$ cat config.mk
export PLATFORM = sky130hd
export DESIGN_NAME = spcpu_mem_arbiter_flat
export DESIGN_NICKNAME = d
export VERILOG_FILES = /design/src/rtl/pkg_mem_arb.sv /design/src/rtl/spcpu_mem_arbiter_if.sv /design/src/rtl/spcpu_mem_arb_picker.sv /design/src/rtl/spcpu_mem_arbiter.sv /design/src/flat_wrapper.sv
export SDC_FILE = /design/constraint.sdc
export NUM_CORES = 1
export LEC_CHECK = 0
export BUFFER_PORTS_ARGS = -buffer_cell sky130_fd_sc_hd__buf_2
export CAP_MARGIN = 20
export CORE_MARGIN = 1.5
export CORE_UTILIZATION = 35
export CTS_CLUSTER_DIAMETER = 60
export DETAILED_ROUTE_END_ITERATION = 7
export PLACE_DENSITY = 0.66
export SLEW_MARGIN = 15
export SYNTH_ARGS = -nofsm -noshare
export SYNTH_HDL_FRONTEND = slang
export SYNTH_SLANG_ARGS = --single-unit
$ cat constraint.sdc
create_clock -name clk -period 2.1 [get_ports clk]
set_input_delay 0.21 -clock clk [delete_from_list [all_inputs] [get_ports clk]]
set_output_delay 0.21 -clock clk [all_outputs]
set_load 0.02 [all_outputs]
$ cat src/rtl/pkg_mem_arb.sv
// Shared state type and requester constants for the spcpu memory arbiter.
package pkg_mem_arb;
    localparam int MEM_ARB_NUM_REQ = 2;
    localparam int MEM_ARB_REQ_CPU = 0;
    localparam int MEM_ARB_REQ_DMA = 1;

    typedef enum logic [1:0] {
        ST_IDLE = 2'd0,
        ST_WAIT = 2'd1,
        ST_DONE = 2'd2
    } mem_arb_state_t;
endpackage

$ cat src/rtl/spcpu_mem_arbiter_if.sv
// Requester and memory-side bus of the spcpu memory arbiter.
interface spcpu_mem_arbiter_if;
    import pkg_mem_arb::*;

    logic [MEM_ARB_NUM_REQ-1:0] req;
    logic [15:0]                r0_addr, r1_addr;
    logic [15:0]                r0_wdata, r1_wdata;
    logic                       r0_acc_sz, r1_acc_sz;
    logic                       r0_we, r1_we;
    logic [MEM_ARB_NUM_REQ-1:0] gnt;
    logic [MEM_ARB_NUM_REQ-1:0] done;
    logic [15:0]                rdata;
    logic [15:0]                mem_addr, mem_wdata;
    logic                       mem_acc_sz, mem_we;
    logic [15:0]                mem_rdata;

    modport slave (
        input  req, r0_addr, r1_addr, r0_wdata, r1_wdata,
               r0_acc_sz, r1_acc_sz, r0_we, r1_we, mem_rdata,
        output gnt, done, rdata, mem_addr, mem_wdata, mem_acc_sz, mem_we
    );

    modport master (
        output req, r0_addr, r1_addr, r0_wdata, r1_wdata,
               r0_acc_sz, r1_acc_sz, r0_we, r1_we, mem_rdata,
        input  gnt, done, rdata, mem_addr, mem_wdata, mem_acc_sz, mem_we
    );
endinterface

$ cat src/rtl/spcpu_mem_arb_picker.sv
// Combinational winner selection; SPCPU_MEM_ARB_ROUND_ROBIN_EN picks round-robin,
// otherwise the CPU always wins.
module spcpu_mem_arb_picker
    import pkg_mem_arb::*;
(
    input  logic [MEM_ARB_NUM_REQ-1:0] req,
    input  logic                       last_winner,
    output logic [MEM_ARB_NUM_REQ-1:0] winner
);
`ifdef SPCPU_MEM_ARB_ROUND_ROBIN_EN
    always_comb begin
        winner = '0;
        if (req[MEM_ARB_REQ_CPU] && req[MEM_ARB_REQ_DMA])
            winner = last_winner ? 2'b01 : 2'b10;
        else if (req[MEM_ARB_REQ_CPU])
            winner[MEM_ARB_REQ_CPU] = 1'b1;
        else if (req[MEM_ARB_REQ_DMA])
            winner[MEM_ARB_REQ_DMA] = 1'b1;
    end
`else
    logic unused_last_winner;
    assign unused_last_winner = last_winner;

    always_comb begin
        winner = '0;
        if (req[MEM_ARB_REQ_CPU])
            winner[MEM_ARB_REQ_CPU] = 1'b1;
        else if (req[MEM_ARB_REQ_DMA])
            winner[MEM_ARB_REQ_DMA] = 1'b1;
    end
`endif
endmodule

$ cat src/rtl/spcpu_mem_arbiter.sv
// Two-requester memory arbiter holding the memory bus for MEM_LATENCY wait cycles per access.
// Build option SPCPU_MEM_ARB_ROUND_ROBIN_EN adds a last-winner flop for round-robin contention.
//   state   | meaning
//   ST_IDLE | no transaction; grant on any request
//   ST_WAIT | memory access in progress, wait counter running down
//   ST_DONE | access complete; done pulses and gnt drops on the next edge
module spcpu_mem_arbiter
    import pkg_mem_arb::*;
#(
    parameter int MEM_LATENCY = 1
) (
    input  logic               clk,
    input  logic               reset,
    spcpu_mem_arbiter_if.slave bus
);
    mem_arb_state_t             state_q, state_d;
    logic [2:0]                 cnt_q;
    logic [MEM_ARB_NUM_REQ-1:0] gnt_q, done_q, winner;
    logic [15:0]                rdata_q, addr_q, wdata_q;
    logic                       acc_sz_q, we_q, last_winner;
    logic                       grant_load, wait_last, txn_end, mem_we_c;

    spcpu_mem_arb_picker u_picker (
        .req         (bus.req),
        .last_winner (last_winner),
        .winner      (winner)
    );

    always_ff @(posedge clk or negedge reset) begin
        if (!reset) state_q <= ST_IDLE;
        else        state_q <= state_d;
    end

    always_comb begin
        state_d = state_q;
        case (state_q)
            ST_IDLE: if (|bus.req) state_d = ST_WAIT;
            ST_WAIT: if (cnt_q == 3'd1) state_d = ST_DONE;
            ST_DONE: state_d = ST_IDLE;
            default: state_d = ST_IDLE;
        endcase
    end

    always_comb begin
        grant_load = (state_q == ST_IDLE) && (|bus.req);
        wait_last  = (state_q == ST_WAIT) && (cnt_q == 3'd1);
        txn_end    = (state_q == ST_DONE);
        mem_we_c   = (state_q == ST_WAIT) && we_q;
    end

    // Requester inputs are captured only on the grant edge; the bus then runs from these copies.
    always_ff @(posedge clk or negedge reset) begin
        if (!reset) begin
            cnt_q    <= '0;
            gnt_q    <= '0;
            done_q   <= '0;
            rdata_q  <= '0;
            addr_q   <= '0;
            wdata_q  <= '0;
            acc_sz_q <= 1'b1;
            we_q     <= 1'b0;
        end else begin
            done_q <= '0;
            if (grant_load) begin
                gnt_q <= winner;
                cnt_q <= 3'(MEM_LATENCY);
                if (winner[MEM_ARB_REQ_DMA]) begin
                    addr_q   <= bus.r1_addr;
                    wdata_q  <= bus.r1_wdata;
                    acc_sz_q <= bus.r1_acc_sz;
                    we_q     <= bus.r1_we;
                end else begin
                    addr_q   <= bus.r0_addr;
                    wdata_q  <= bus.r0_wdata;
                    acc_sz_q <= bus.r0_acc_sz;
                    we_q     <= bus.r0_we;
                end
            end else if (state_q == ST_WAIT) begin
                cnt_q <= cnt_q - 3'd1;
            end
            if (wait_last && !we_q) rdata_q <= bus.mem_rdata;
            if (txn_end) begin
                done_q <= gnt_q;
                gnt_q  <= '0;
            end
        end
    end

`ifdef SPCPU_MEM_ARB_ROUND_ROBIN_EN
    always_ff @(posedge clk or negedge reset) begin
        if (!reset)          last_winner <= 1'(MEM_ARB_REQ_DMA);
        else if (grant_load) last_winner <= winner[MEM_ARB_REQ_DMA];
    end
`else
    assign last_winner = 1'(MEM_ARB_REQ_DMA);
`endif

    assign bus.gnt        = gnt_q;
    assign bus.done       = done_q;
    assign bus.rdata      = rdata_q;
    assign bus.mem_addr   = addr_q;
    assign bus.mem_wdata  = wdata_q;
    assign bus.mem_acc_sz = acc_sz_q;
    assign bus.mem_we     = mem_we_c;
endmodule

$ cat src/flat_wrapper.sv
// flat-port wrapper written by rule: the top's interface ports become plain ports
module spcpu_mem_arbiter_flat import pkg_mem_arb::*;
#(
    parameter int MEM_LATENCY = 1
)
  (clk, reset, bus_req, bus_r0_addr, bus_r1_addr, bus_r0_wdata, bus_r1_wdata, bus_r0_acc_sz, bus_r1_acc_sz, bus_r0_we, bus_r1_we, bus_mem_rdata, bus_gnt, bus_done, bus_rdata, bus_mem_addr, bus_mem_wdata, bus_mem_acc_sz, bus_mem_we);
  spcpu_mem_arbiter_if bus_i ();
  input  logic clk;
  input  logic reset;
  input wire logic [$bits(bus_i.req)-1:0] bus_req;
  input wire logic [$bits(bus_i.r0_addr)-1:0] bus_r0_addr;
  input wire logic [$bits(bus_i.r1_addr)-1:0] bus_r1_addr;
  input wire logic [$bits(bus_i.r0_wdata)-1:0] bus_r0_wdata;
  input wire logic [$bits(bus_i.r1_wdata)-1:0] bus_r1_wdata;
  input wire logic [$bits(bus_i.r0_acc_sz)-1:0] bus_r0_acc_sz;
  input wire logic [$bits(bus_i.r1_acc_sz)-1:0] bus_r1_acc_sz;
  input wire logic [$bits(bus_i.r0_we)-1:0] bus_r0_we;
  input wire logic [$bits(bus_i.r1_we)-1:0] bus_r1_we;
  input wire logic [$bits(bus_i.mem_rdata)-1:0] bus_mem_rdata;
  output wire logic [$bits(bus_i.gnt)-1:0] bus_gnt;
  output wire logic [$bits(bus_i.done)-1:0] bus_done;
  output wire logic [$bits(bus_i.rdata)-1:0] bus_rdata;
  output wire logic [$bits(bus_i.mem_addr)-1:0] bus_mem_addr;
  output wire logic [$bits(bus_i.mem_wdata)-1:0] bus_mem_wdata;
  output wire logic [$bits(bus_i.mem_acc_sz)-1:0] bus_mem_acc_sz;
  output wire logic [$bits(bus_i.mem_we)-1:0] bus_mem_we;
  assign bus_i.req = bus_req;
  assign bus_i.r0_addr = bus_r0_addr;
  assign bus_i.r1_addr = bus_r1_addr;
  assign bus_i.r0_wdata = bus_r0_wdata;
  assign bus_i.r1_wdata = bus_r1_wdata;
  assign bus_i.r0_acc_sz = bus_r0_acc_sz;
  assign bus_i.r1_acc_sz = bus_r1_acc_sz;
  assign bus_i.r0_we = bus_r0_we;
  assign bus_i.r1_we = bus_r1_we;
  assign bus_i.mem_rdata = bus_mem_rdata;
  assign bus_gnt = bus_i.gnt;
  assign bus_done = bus_i.done;
  assign bus_rdata = bus_i.rdata;
  assign bus_mem_addr = bus_i.mem_addr;
  assign bus_mem_wdata = bus_i.mem_wdata;
  assign bus_mem_acc_sz = bus_i.mem_acc_sz;
  assign bus_mem_we = bus_i.mem_we;
  spcpu_mem_arbiter #(.MEM_LATENCY(MEM_LATENCY)) u_core (.clk(clk), .reset(reset), .bus(bus_i));
endmodule
# Word level (Yosys, flattened, before mapping)
# Cells that the tools add are included.
# totals
ff_bits	59
in_bits	88
output_inout_bits	54
elab_cells	40
# op_classes
addsub	1
n_eq_ne	5
n_mux	15
reduce_logical	10
# ops
op	n
16-bit two-way mux	2
2-bit two-way mux	5
3-bit two-way mux	2
1-bit two-way mux	5
1-bit logical AND	4
2-bit inequality test, second input constant	2
2-bit one-hot mux with 2 select lines	1
2-bit nonzero test	2
3-bit by 1-bit equality test with 1-bit output, second input constant	1
3-bit by 1-bit subtractor with 3-bit output, second input constant	1
2-bit by 1-bit equality test with 1-bit output, second input constant	1
2-bit equality test, second input constant	1
2-bit logical NOT	1
2-bit AND reduction	1
2-bit OR reduction	1
1-bit logical NOT	1

# Depth between registers and ports, before layout
# Gate-level depths: netlist (run 1).
# logic_depth
depth_word	4
ltp_mapped	6
ltp_nobuf	5

# Hierarchy
# A second synthesis (run 1) with hierarchy kept.
# hier_totals
hier_cells	188
area_unflattened_um2	2751.4
# modules_own_cells
mod	n_inst	cells_per_inst	area_per_inst_um2	seq_area_each_um2
spcpu_mem_arbiter	1	186	2730.1	1477.7
spcpu_mem_arb_picker	1	2	21.3	0.0

# Least setup slack after synthesis (run 1)
# No wires, ideal clock.
# synth_path
path_type	reg-to-reg
from	reg u_core.state_q[1]
to	reg u_core.rdata_q[0] (netlist: u_core.bus.rdata[0])
setup_ns	0.125
t_arrival_ns	1.485
required_time_ns	1.975
setup_slack_ns	0.490
path_stages_with_launch	6
n_path_buf	2
period_less_slack_ns	1.610
path_cell_list	dfrtp_1 > nand2b_1 > buf_6 > nor3_4 > buf_12 > mux2_4
# synth_between
elab_chain_len	3
# synth_lines
item	line_no	rtl
start, declared	spcpu_mem_arbiter.sv:16	mem_arb_state_t state_q, state_d;
start signal, assigned	spcpu_mem_arbiter.sv:31	else state_q <= state_d;
2-bit by 1-bit equality test with 1-bit output	spcpu_mem_arbiter.sv:46	wait_last = (state_q == ST_WAIT) && (cnt_q == 3'd1);
1-bit logical AND	spcpu_mem_arbiter.sv:46	
1-bit logical AND	spcpu_mem_arbiter.sv:81	if (wait_last && !we_q) rdata_q <= bus.mem_rdata;
end signal, assigned	spcpu_mem_arbiter.sv:81	
end, declared	spcpu_mem_arbiter.sv:19	logic [15:0] rdata_q, addr_q, wdata_q;
# No other way between the ends.
# A chain may end at the register's enable or synchronous reset.

# Worst setup path after layout (run 1)
# layout_path
from	reg u_core.state_q[1]
to	reg u_core.rdata_q[15] (netlist: u_core.bus.rdata[15])
# The elaborated chain is that of the path after synthesis.

==> results of run 1 <==
metrics by stage:
step	instances	cell area (um2)	total power, W
4_1_cts	439	3800	0.00599
3_3_place_gp	422	3570	0.00472
6_report	439	3800	0.00589
3_5_place_dp	422	3570	0.00479
2_1_floorplan	185	2750	0.00396
5_1_grt	439	3800	0.00628
cell usage after synthesis (all sizes together):
master	instances	area share [%]
a21oi	2	0.36
a22oi	1	0.27
a31o	1	0.32
and3	2	0.55
buf	10	3.5
dfrtp	58	53
dfstp	1	0.95
ha	2	0.91
inv	6	0.82
mux2	82	35
mux2i	2	0.73
nand2	2	0.27
nand2b	4	0.91
nand3b	1	0.27
nor2	4	0.55
nor3	2	0.77
o21ai	1	0.18
o22ai	1	0.23
or2	1	0.23
xnor2	1	0.32
xor2	1	0.32
how the worst min path moves through the flow:
stage	depth (start not counted)	to	start	slack, ns
2_1_floorplan	0	u_core.bus.done[0]$_DFF_PN0_	reset	-0.09
3_5_place_dp	1	u_core.bus.rdata[14]$_DFFE_PN0P_	reset	0.26
3_3_place_gp	1	u_core.bus.rdata[14]$_DFFE_PN0P_	reset	0.25
4_1_cts	2	u_core.bus.rdata[6]$_DFFE_PN0P_	bus_mem_rdata[6]	0.08
6_report	2	u_core.bus.rdata[6]$_DFFE_PN0P_	bus_mem_rdata[6]	0.11
5_1_grt	2	u_core.bus.rdata[1]$_DFFE_PN0P_	bus_mem_rdata[1]	0.08
where the power goes:
group | leakage (nW) | internal (W) | switching (W)
clock network | 0.113 | 0.000732 | 0.000436
logic | 1.07 | 0.00128 | 0.00142
registers | 0.700 | 0.00172 | 0.000303
cells by family after synthesis:
logic type / share of synthesized area [%]
flops: 53.7
buf+inv: 4.27
xor+xnor: 0.636
simple gates: 3.54
mux: 35.6
fa+ha+maj: 0.909
compound gates: 1.36
per-layer routing:
layer	GRT usage, %	vias up	wire, um
met5	0	-	0
met4	4.62	0	67
met1	16.7	909	2430
met2	22.6	106	2540
met3	6.38	8	574
li1	-	944	-
area by class of cell:
class / instances / area share [%]
Sequential cell: 59 / 38.8
Multi-Input combinational cell: 110 / 30.6
Clock inverter: 4 / 1.91
Inverter: 6 / 0.592
Clock buffer: 12 / 4.08
Tap cell: 102 / 3.35
Timing Repair Buffer: 146 / 20.6
flip-flops by register name, summed over array words and instances (netlist names):
signal and flops:
u_core.bus.mem_acc_sz 1, u_core.bus.mem_addr 16, u_core.bus.rdata 16, u_core.bus.done 2, u_core.bus.gnt 2, u_core.state_q 2
u_core.we_q 1, u_core.cnt_q 3, u_core.bus.mem_wdata 16
repair_timing:
| item | in CTS | in global routing |
|---|---|---|
| resized for setup | 0 | 0 |
| endpoints found under the hold margin | 25 | 0 |
| hold buffers | 1 | 0 |
==> impl_metrics.yaml, run 1 <==
setup_path:
  critPathRequiredTime_ns: 2.32
  crit_slowest_cell: "dfrtp_1"
  rr_endpoint: "u_core.bus.rdata[15]$_DFFE_PN0P_"
  cp_slowest_stage_delay_ns: 0.45
  reg2reg_slack_ns: 0.37
  r2r-start: "u_core.state_q[1]$_DFFE_PN0P_"
  start_kind: "flop"
  cp_cell_sequence: "nand2b_1 -> nor3_4 -> buf_4 -> mux2_2"
  path_max_fanout: 16
  cp-endpoint: "u_core.bus.rdata[15]$_DFFE_PN0P_"
  reg2reg_depth: 4
  worst-setup-path-type: "flop to flop"
  end_kind: "flop"
  crit_buf_inv: 1
  cp.depth: 4
  crit_family: "simple AND/OR/NAND/NOR gates"
  startpoint: "u_core.state_q[1]$_DFFE_PN0P_"
  cp_data_arrival_time_ns: 1.95
timing:
  whs_ns: 0.107
  setup_viol: 0
  fmax_mhz: 577
  drv_slew: 0
  slew-limit-headroom_pct: 59.3
  tns_ns: 0
  skew_ns: 0.0103
  fin_crit_ns: 1.73
  worst_slack_ns: 0.368
  hold_violations: 0
  post-route-period-util_pct: 82.5
  worst_pin_slew_ns: 0.611
  rsz0062_at_grt: "false"
grt:
  grt_pass1_wl_mm: 9.17
  antenna_found_initial: 0
  overflow: 0
  grt_use_total_pct: 14.0
  grt_max_degree: 37
  grt_pass1_vias: 1921
drt:
  routed_via_density: 4.48
  vias: 1967
  drtIter0Drc: 34
  routedWlPerCell_um: 12.8
  drtAntennaViolNets: 0
  drc: 0
  drtPass1Iterations: 4
  finalWirelength_mm: 5.61
cells_and_area:
  final_common_cell: "buf_2"
  final_nets: 422
  drive_above_1_share_pct: 74.2
  nFillCells: 703
  seq_area_um2: 1480
  post-route-util_pct: 49.5
  final_cell_mix: "141 x buf_2, 72 x mux2_2, 58 x dfrtp_1, 11 x clkbuf_8, 10 x mux2_4"
  areaGrowthSynthToFinish_pct: 38.2
  n_antenna_cell: 0
  multi_input_area_um2: 1170
logic_synthesis:
  ys_warn_count: 0
  syn_avg_cell_area_um2: 14.9
  syn_nets: 275
  ys_ff_latch: 59
  syn_area_um2: 2750
  ys_types: 26
  synth_cells: 185
  ys_seq_area_share_pct: 53.7
clock_network:
  cts-root-buf: "clkbuf_8"
  cts_buffers: 9
  clk_pin_slew_ns: 0.07
  cts_tree: "done"
  h-tree-depth: 3
  cts.sinks: 59
  cts_setup_buffers: 0
  clkLatencyLatePin_ns: 0.33
  cts_max_path_buffers: 2
worst_hold_path:
  hold_path.class: "input pin to flop"
placement:
  dpl.hpwl_mm: 4.17
  place_ws_ns: 0.367
  gp_congestion: 0.750
  io_buffers: 141
floorplanning:
  die_y_um: 91.7
  die_w_um: 91.7
  pin_count: 142
  start_util_pct: 35.8
  rows: 32
  coreArea_um2: 7690
  die_area_um2: 8410
pwr:
  p_leak_nw: 1.88
  power_density_nw_per_um2: 1550
  ir_drop_mv: 0.812
status:
  outcome: "finished clean"
job:
  drv_cap: 0
Note: power is estimated with default switching activity, not from simulation.
==> run 2: changes to the inputs <==
==> constraint.sdc (replaced) <==
create_clock -name clk -period 1.6 [get_ports clk]
set_input_delay 0.16 -clock clk [delete_from_list [all_inputs] [get_ports clk]]
set_output_delay 0.16 -clock clk [all_outputs]
set_load 0.02 [all_outputs]
==> impl_metrics.yaml, run 2 (synthesis gave the netlist of run 1 again) <==
setup_path:
  cp_cell_sequence: "inv_2 -> ha_4 -> nand2b_4 -> nor3_4 -> clkbuf_16 -> mux2_4"
  cp_data_arrival_time_ns: 1.77
  end_kind: "flop"
  critPathRequiredTime_ns: 1.81
  reg2reg_slack_ns: 0.04
  r2r-start: "u_core.cnt_q[1]$_DFFE_PN0P_"
  crit_slowest_cell: "dfrtp_1"
  cp_slowest_stage_delay_ns: 0.40
  start_kind: "flop"
  rr_endpoint: "u_core.bus.rdata[6]$_DFFE_PN0P_"
  worst-setup-path-type: "flop to flop"
  path_max_fanout: 8
  reg2reg_depth: 6
floorplanning:
  die_area_um2: 8410
  start_util_pct: 35.8
  rows: 32
  die_w_um: 91.7
  pin_count: 142
  coreArea_um2: 7690
  die_y_um: 91.7
timing:
  worst_slack_ns: 0.0413
  post-route-period-util_pct: 97.4
  skew_ns: 0.00994
  tns_ns: 0
  drv_slew: 0
  hold_violations: 0
  setup_viol: 0
  slew-limit-headroom_pct: 72.9
  fin_crit_ns: 1.56
  worst_pin_slew_ns: 0.406
  fmax_mhz: 642
clock_network:
  clk_pin_slew_ns: 0.07
  cts-root-buf: "clkbuf_8"
  h-tree-depth: 3
  cts.sinks: 59
  clkLatencyLatePin_ns: 0.32
  cts_max_path_buffers: 2
  cts_buffers: 9
  cts_tree: "done"
drt:
  routed_via_density: 4.47
  drc: 0
  routedWlPerCell_um: 12.7
  drtIter0Drc: 15
  finalWirelength_mm: 5.64
  drtAntennaViolNets: 0
  drtPass1Iterations: 4
  vias: 1986
worst_hold_path:
  hold_path_startpoint: "bus_mem_rdata[10]"
  worstHoldEndpoint: "u_core.bus.rdata[10]$_DFFE_PN0P_"
  holdPathStages: 2
  hold_path.class: "input pin to flop"
job:
  drv_cap: 0
pwr:
  combPwrFrac_pct: 47.6
  p_int_w: 0.00498
  p_seq_share_pct: 34.0
  p_leak_nw: 1.91
  sw_frac_of_total_pct: 36.9
  power_density_nw_per_um2: 2030
  p_total_w: 0.00789
  clkPwrFrac_pct: 18.5
  ir_drop_mv: 1.04
  p_sw_w: 0.00291
grt:
  overflow: 0
  grt_pass1_vias: 1880
  grt_max_degree: 39
  antenna_found_initial: 0
  grt_use_total_pct: 13.5
  grt_pass1_wl_mm: 8.88
placement:
  place_ws_ns: 0.0784
  placed_area_um2: 3590
  dp.cells: 424
  dpl.hpwl_mm: 4.06
  io_buffers: 141
  gp_congestion: 0.729
cells_and_area:
  n_antenna_cell: 0
  drive_above_1_share_pct: 76.0
  areaGrowthSynthToFinish_pct: 40.8
  final_nets: 427
  final_cell_mix: "141 x buf_2, 72 x mux2_2, 57 x dfrtp_1, 10 x mux2_4, 9 x clkbuf_8"
  final_common_cell: "buf_2"
  nFillCells: 712
  design_area_um2: 3880
  fin_cells: 444
status:
  outcome: "finished clean"
[run 2: cell count changes in the layout (fill, tap and decap cells not counted), moves of 2 or more]
cell      before  now
nand2b_1       3    1
clkinv_4       0    2
nand2b_4       0    2
clkbuf_8      11    9
buf_4          1    5
[run 2: layout make-up]
| cell class | count | area, um2 | share of cell area (%) |
|---|---|---|---|
| flip-flops and latches | 59 | 1480 | 38.1 |
| multi-input cells | 110 | 1190 | 30.8 |
| repair buffers | 151 | 838 | 21.6 |
| clock buffers | 10 | 128 | 3.29 |
| well taps | 102 | 128 | 3.29 |
| clock inverters | 6 | 90.1 | 2.32 |
| inverters | 6 | 22.5 | 0.581 |
[run 2: worst max path at each step]
stage / slack (ns) / from / to / cells after the start
floorplan: 0.005 / u_core.state_q[1]$_DFFE_PN0P_ / u_core.bus.rdata[0]$_DFFE_PN0P_ / 5
global placement: 0.11 / u_core.cnt_q[1]$_DFFE_PN0P_ / u_core.bus.rdata[13]$_DFFE_PN0P_ / 6
detailed placement: 0.08 / u_core.cnt_q[1]$_DFFE_PN0P_ / u_core.bus.rdata[12]$_DFFE_PN0P_ / 6
CTS: 0.07 / u_core.cnt_q[1]$_DFFE_PN0P_ / u_core.bus.rdata[15]$_DFFE_PN0P_ / 6
global route: -0.03 / u_core.cnt_q[1]$_DFFE_PN0P_ / u_core.bus.rdata[2]$_DFFE_PN0P_ / 6
finish: 0.04 / u_core.cnt_q[1]$_DFFE_PN0P_ / u_core.bus.rdata[6]$_DFFE_PN0P_ / 6
[run 2: routing by layer]
metal	up-vias	GRT usage [%]	wire length, um
met5	-	0	0
li1	957	-	-
met2	107	20.5	2500
met4	0	6.15	101
met3	12	4.23	560
met1	910	17.6	2470
[run 2: worst max-delay path: cells and delay by family, from the launching register on]
family,cells,cell delay [ns]
flip-flops,1,0.40
buffers and inverters,2,0.31
AND/OR/NAND/NOR,2,0.31
multiplexers,1,0.30
adder cells (fa/ha/maj),1,0.14
[run 2: what timing repair did]
action,CTS,global route
hold buffers,1,0
buffers inserted,0,2
gates resized for setup,0,5
setup endpoints to repair,0,8
hold endpoints to repair,58,0
[run 2: power groups by stage]
stage / registers, W / clock network (W) / logic (W)
6_report: 0.00268 / 0.00146 / 0.00375
5_1_grt: 0.00279 / 0.00158 / 0.00404
4_1_cts: 0.00268 / 0.00151 / 0.00367
3_5_place_dp: 0.00267 / 0 / 0.00367
3_3_place_gp: 0.00267 / 0 / 0.00360
2_1_floorplan: 0.00351 / 0 / 0.00172
[run 2: per-stage QoR]
stage | util (%) | hold WS [ns]
after floorplan | - | -0.136
after global placement | 46.7 | 0.187
after detailed placement | 46.7 | 0.183
after CTS | 49.7 | 0.0435
after global routing | 50.5 | 0.0443
final | 50.5 | 0.0640
